`src/rtl/dds_freq_meter.sv`:
```
// Frequency meter for the DDS sine path: detects rising midpoint crossings with
// hysteresis, counts samples over 2^AVG_LOG2 periods and divides to recover the FCW.
module dds_freq_meter #(
    parameter int unsigned HYST     = 256,
    parameter int unsigned AVG_LOG2 = 2,
    parameter int unsigned CW       = 24
) (
    input  logic        CLK,
    input  logic        RST,
    input  logic [15:0] sample,
    input  logic        sample_valid,
    output logic [31:0] fcw_out,
    output logic        fcw_valid,
    output logic        locked,
    output logic        busy
);

    localparam int unsigned NPER = 1 << AVG_LOG2;
    localparam int unsigned RW   = CW + 1;
    localparam int unsigned PW   = AVG_LOG2 + 1;
    localparam logic [15:0] LO_TH   = 16'(32'd32768 - HYST);
    localparam logic [15:0] HI_TH   = 16'(32'd32768 + HYST);
    localparam logic [CW-1:0] CNT_MAX = '1;

    typedef enum logic [1:0] {
        SYNC  = 2'd0,
        COUNT = 2'd1,
        DIV   = 2'd2,
        DONE  = 2'd3
    } state_t;

    state_t          state;
    state_t          state_nx;
    logic            armed;
    logic [CW-1:0]   cnt;
    logic [PW-1:0]   per;
    logic [RW-1:0]   d_reg;
    logic [RW-1:0]   r_reg;
    logic [31:0]     q_reg;
    logic [4:0]      idx;
    logic            sat;

    logic            crossing_c;
    logic            arm_c;
    logic            last_per_c;
    logic            timeout_c;
    logic [RW-1:0]   d_c;
    logic [RW:0]     r2_c;
    logic            ge_c;
    logic [RW-1:0]   r_nx_c;

    logic [31:0]     fcw_nx;
    logic            valid_nx;
    logic            locked_nx;
    logic            busy_nx;

    // Crossing / arm / timeout qualification on the current sample
    always_comb begin
        crossing_c = sample_valid && armed && (sample >= HI_TH);
        arm_c      = sample_valid && (sample <= LO_TH);
        last_per_c = (per == PW'(NPER - 1));
        timeout_c  = sample_valid && !crossing_c && (cnt == CNT_MAX) &&
                     ((state == SYNC) || (state == COUNT));
        d_c        = RW'(cnt) + RW'(1);
    end

    // One restoring long-division step
    always_comb begin
        r2_c   = {r_reg, 1'b0};
        ge_c   = (r2_c >= {1'b0, d_reg});
        r_nx_c = ge_c ? RW'(r2_c - {1'b0, d_reg}) : RW'(r2_c);
    end

    // State register
    always_ff @(posedge CLK) begin
        if (RST) begin
            state <= SYNC;
        end else begin
            state <= state_nx;
        end
    end

    // Next-state logic
    always_comb begin
        state_nx = state;
        case (state)
            SYNC: begin
                if (crossing_c) begin
                    state_nx = COUNT;
                end
            end
            COUNT: begin
                if (crossing_c && last_per_c) begin
                    state_nx = DIV;
                end else if (timeout_c) begin
                    state_nx = SYNC;
                end
            end
            DIV: begin
                if (idx == 5'd0) begin
                    state_nx = DONE;
                end
            end
            DONE: begin
                state_nx = SYNC;
            end
            default: begin
                state_nx = SYNC;
            end
        endcase
    end

    // Output next-values; a timeout result lands on the timing edge itself
    always_comb begin
        fcw_nx    = fcw_out;
        valid_nx  = 1'b0;
        locked_nx = locked;
        if (timeout_c) begin
            fcw_nx    = 32'd0;
            valid_nx  = 1'b1;
            locked_nx = 1'b0;
        end
        if (state == DONE) begin
            fcw_nx    = sat ? 32'hFFFF_FFFF : q_reg;
            valid_nx  = 1'b1;
            locked_nx = 1'b1;
        end
        busy_nx = (state_nx == DIV) || (state_nx == DONE);
    end

    always_ff @(posedge CLK) begin
        if (RST) begin
            fcw_out   <= 32'd0;
            fcw_valid <= 1'b0;
            locked    <= 1'b0;
            busy      <= 1'b0;
        end else begin
            fcw_out   <= fcw_nx;
            fcw_valid <= valid_nx;
            locked    <= locked_nx;
            busy      <= busy_nx;
        end
    end

    // Arm tracking, sample counting and divider datapath
    always_ff @(posedge CLK) begin
        if (RST) begin
            armed <= 1'b0;
            cnt   <= '0;
            per   <= '0;
            d_reg <= '0;
            r_reg <= '0;
            q_reg <= 32'd0;
            idx   <= 5'd0;
            sat   <= 1'b0;
        end else begin
            if (crossing_c) begin
                armed <= 1'b0;
            end else if (arm_c) begin
                armed <= 1'b1;
            end

            case (state)
                SYNC: begin
                    if (crossing_c) begin
                        cnt <= '0;
                        per <= '0;
                    end else if (timeout_c) begin
                        cnt <= '0;
                    end else if (sample_valid) begin
                        cnt <= cnt + CW'(1);
                    end
                end
                COUNT: begin
                    if (timeout_c) begin
                        cnt <= '0;
                    end else if (sample_valid) begin
                        cnt <= cnt + CW'(1);
                    end
                    if (crossing_c) begin
                        per <= per + PW'(1);
                        if (last_per_c) begin
                            d_reg <= d_c;
                            r_reg <= RW'(NPER);
                            q_reg <= 32'd0;
                            idx   <= 5'd31;
                            sat   <= (d_c <= RW'(NPER));
                        end
                    end
                end
                DIV: begin
                    r_reg      <= r_nx_c;
                    q_reg[idx] <= ge_c;
                    idx        <= idx - 5'd1;
                end
                DONE: begin
                    cnt <= '0;
                end
                default: begin
                    cnt <= '0;
                end
            endcase
        end
    end

endmodule

```
`config.mk`:
```
export PLATFORM = sky130hd
export DESIGN_NAME = dds_freq_meter
export DESIGN_NICKNAME = d
export VERILOG_FILES = /design/src/rtl/dds_freq_meter.sv
export SDC_FILE = /design/constraint.sdc
export NUM_CORES = 1
export LEC_CHECK = 0
export CELL_PAD_IN_SITES_DETAIL_PLACEMENT = 1
export CELL_PAD_IN_SITES_GLOBAL_PLACEMENT = 1
export CORE_ASPECT_RATIO = 0.75
export CORE_MARGIN = 1
export CORE_UTILIZATION = 48
export CTS_CLUSTER_SIZE = 24
export DETAILED_ROUTE_END_ITERATION = 10
export PLACE_DENSITY = 0.91
export SYNTH_ARGS = -nofsm -noshare
export SYNTH_HDL_FRONTEND = slang
export SYNTH_SLANG_ARGS = --single-unit
```
`constraint.sdc`:
```
create_clock -name CLK -period 5.9 [get_ports CLK]
set_input_delay 0.885 -clock CLK [delete_from_list [all_inputs] [get_ports CLK]]
set_output_delay 0.885 -clock CLK [all_outputs]
set_load 0.01 [all_outputs]
```
==> results_dict.tcl <==
set metrics [dict create \
    violations "DRC" \
    total_leakage_power_nw 3.35 \
    clkLatencyLatePin_ns 0.44 \
    rr_startpoint "d_reg[10]$_SDFFE_PP0P_" \
    seq_area_sq_um 3040 \
    cts_made_buffers 17 \
    placedCellCount 1231 \
    cp-start-kind "input port" \
    clockBufferDepth 2 \
    fin_tns_setup_ns 0 \
    synth_ff_type "dfxtp_1" \
    power.total_mw 2.21 \
    drtAntennaViolNets 0 \
    fmax_mhz 260 \
    tightest_slew_ns 1.15 \
    slew_viol_final 0 \
    ctsHoldBuffers 0 \
    antennaDiodeCount 0 \
    grt-ovfl-total 0 \
    start_util 0.498 \
    cts.clk_slew.worst_paths_ns 0.06 \
    grt_util_all_layers 0.302 \
    r2r_setup_slack_ns 2.29 \
    cts_resized 0 \
    slew_headroom 0.231 \
    syn_inst 1037 \
    drc 4 \
    dr.pass1.iters 8 \
    routedWlPerCell_um 20.1 \
    boundaryPins 54 \
    p_per_area_nw_per_um2 239 \
    drive_gt1_frac 0.0495 \
    crit_family "buffers and inverters" \
    rows 40 \
    arrival_ns 4.17 \
    final-setup-viol-count 0 \
    holdCritPathClass "reg -> reg" \
    totalWireLength_mm 25.3 \
    areaGrowthSynthToFinish_pct 14.1 \
    first_global_vias 8080 \
    clock_sinks 152 \
    synth.net_count 1089 \
    grt_pass1_wl_mm 41.8 \
    required_ns 6.22 \
    critPathMaxFanout 46 \
    ys_types 58 \
    grt_setup_unrepaired "false" \
    outcome "complete, but fails checks" \
    synth_edf_count 0 \
    worst_clock_skew_ns 0.0105 \
    vias_per_cell 6.26 \
    ys_warn_count 0 \
    min_period_over_period 0.653 \
    final_cell_mix "dfxtp_1, a21oi_1, nand2_1" \
    cts_setup_buffers 0 \
    gp_congestion 0.893 \
    coreArea_sq_um 16300 \
    final_cells 1261 \
    hold_viol 0 \
    nets 1092 \
    synthArstFlopShare 0 \
    tritoncts "yes" \
    cts-root-buf "clkbuf_16" \
    maxCapViolations 0 \
    vias 7890 \
    peakVddDrop_mv 0.177 \
    post-route-util 0.569 \
    htreeDepth 4 \
    crit_chain "clkdlybuf4s50_1, nand3_1, a21oi_1, nor2b_1, nand3_2, buf_4, nand2_1, nor2_1, buf_4, a32o_1, a31o_2" \
    grt_max_degree 71 \
    hold_start "fcw_out[7]$_SDFFE_PP0P_" \
    numPortBuffers 53 \
    fp.dieH_um 115 \
    multi_input_area_sq_um 4640 \
    synth_seq_area_share 0.375 \
    cp_slowest_cell "clkdlybuf4s50_1" \
    period_needed_ns 3.85 \
    syn-mean-instance-area_sq_um 7.82 \
    fill_cells 1951 \
    drt_iter0_drc 620 \
    critPathMostFrequentCell "buf_4" \
    fp.dieW_um 152 \
    path_buf_inv 3 \
    criticalPathCategory "in -> reg" \
    yosys_register_bits 152 \
    cp-end-kind "flop" \
    slowest_delay_ns 0.65 \
    dieArea_sq_um 17400 \
    startpoint "sample_valid" \
    dp_hpwl_mm 16.8 \
    final_common_cell "dfxtp_1" \
    synth.cell_area_sq_um 8110 \
    antenna_found_initial 0 \
]
-- power by group --
group | switching [mW] | internal, mW | total, mW
Combinational | 0.0362 | 0.0193 | 0.0555
Clock | 0.453 | 0.673 | 1.13
Sequential | 0.00249 | 1.03 | 1.03
-- kinds of logic after synthesis --
kind of cell               synth area share
and+or+nand+nor                       0.215
DFF                                   0.375
adders and majority gates            0.0519
AOI/OAI and AO/OA                     0.237
buffers and inverters                0.0542
muxes                                0.0185
xor gates and xnor gates             0.0486
-- layout make-up --
class / count / area share
tap: 210 / 0.0284
clock inverter: 11 / 0.0161
multi-input combinational: 774 / 0.501
inverter: 34 / 0.0138
sequential: 152 / 0.329
timing repair buffer: 61 / 0.0636
clock buffer: 19 / 0.0479
-- through the flow --
stage	hold slack, ns	setup slack, ns	instance area [sq um]
after CTS	0.455	2.06	9250
after global placement	0.439	1.85	8660
after detailed placement	0.445	1.66	8660
after floorplan	0.443	2.95	8110
after global routing	0.479	1.79	9250
final	0.451	2.05	9250
-- worst reg2reg max path: stages (launching register included) --
cell      delay (ns)
dfxtp_1         0.33
inv_1           0.10
ha_1            0.40
and3_1          0.28
nand3_1         0.13
a211oi_1        0.40
o21ai_1         0.19
a21boi_1        0.23
a31o_2          0.93
mux2i_1         0.22
a22o_1          0.28
-- cell usage after synthesis, drive strengths merged, types with 14 or more instances --
cell / n / area share
nor2: 95 / 0.044
clkbuf: 60 / 0.028
dfxtp: 152 / 0.38
a21o: 14 / 0.013
nor3: 22 / 0.014
a21oi: 114 / 0.070
inv: 34 / 0.016
ha: 32 / 0.049
a211oi: 30 / 0.028
xor2: 20 / 0.022
xnor2: 25 / 0.027
nand3: 67 / 0.042
buf: 17 / 0.011
mux2i: 15 / 0.019
o21ai: 76 / 0.047
nand2: 107 / 0.050
-- routing by layer --
layer	up-vias	GRT usage	wire length [um]
met3	46	0.0575	1520
met4	0	0.116	499
met2	256	0.490	11500
met1	3895	0.400	11800
met5	-	0	0
li1	3693	-	-
-- final timing paths --
path | end | cells after the start
max | r_reg[19]$_SDFFE_PP0P_ | 11
min | fcw_out[7]$_SDFFE_PP0P_ | 2
max reg2reg | r_reg[1]$_SDFFE_PP0P_ | 10
min reg2reg | fcw_out[7]$_SDFFE_PP0P_ | 2
Note: power is estimated with default switching activity, not from simulation.
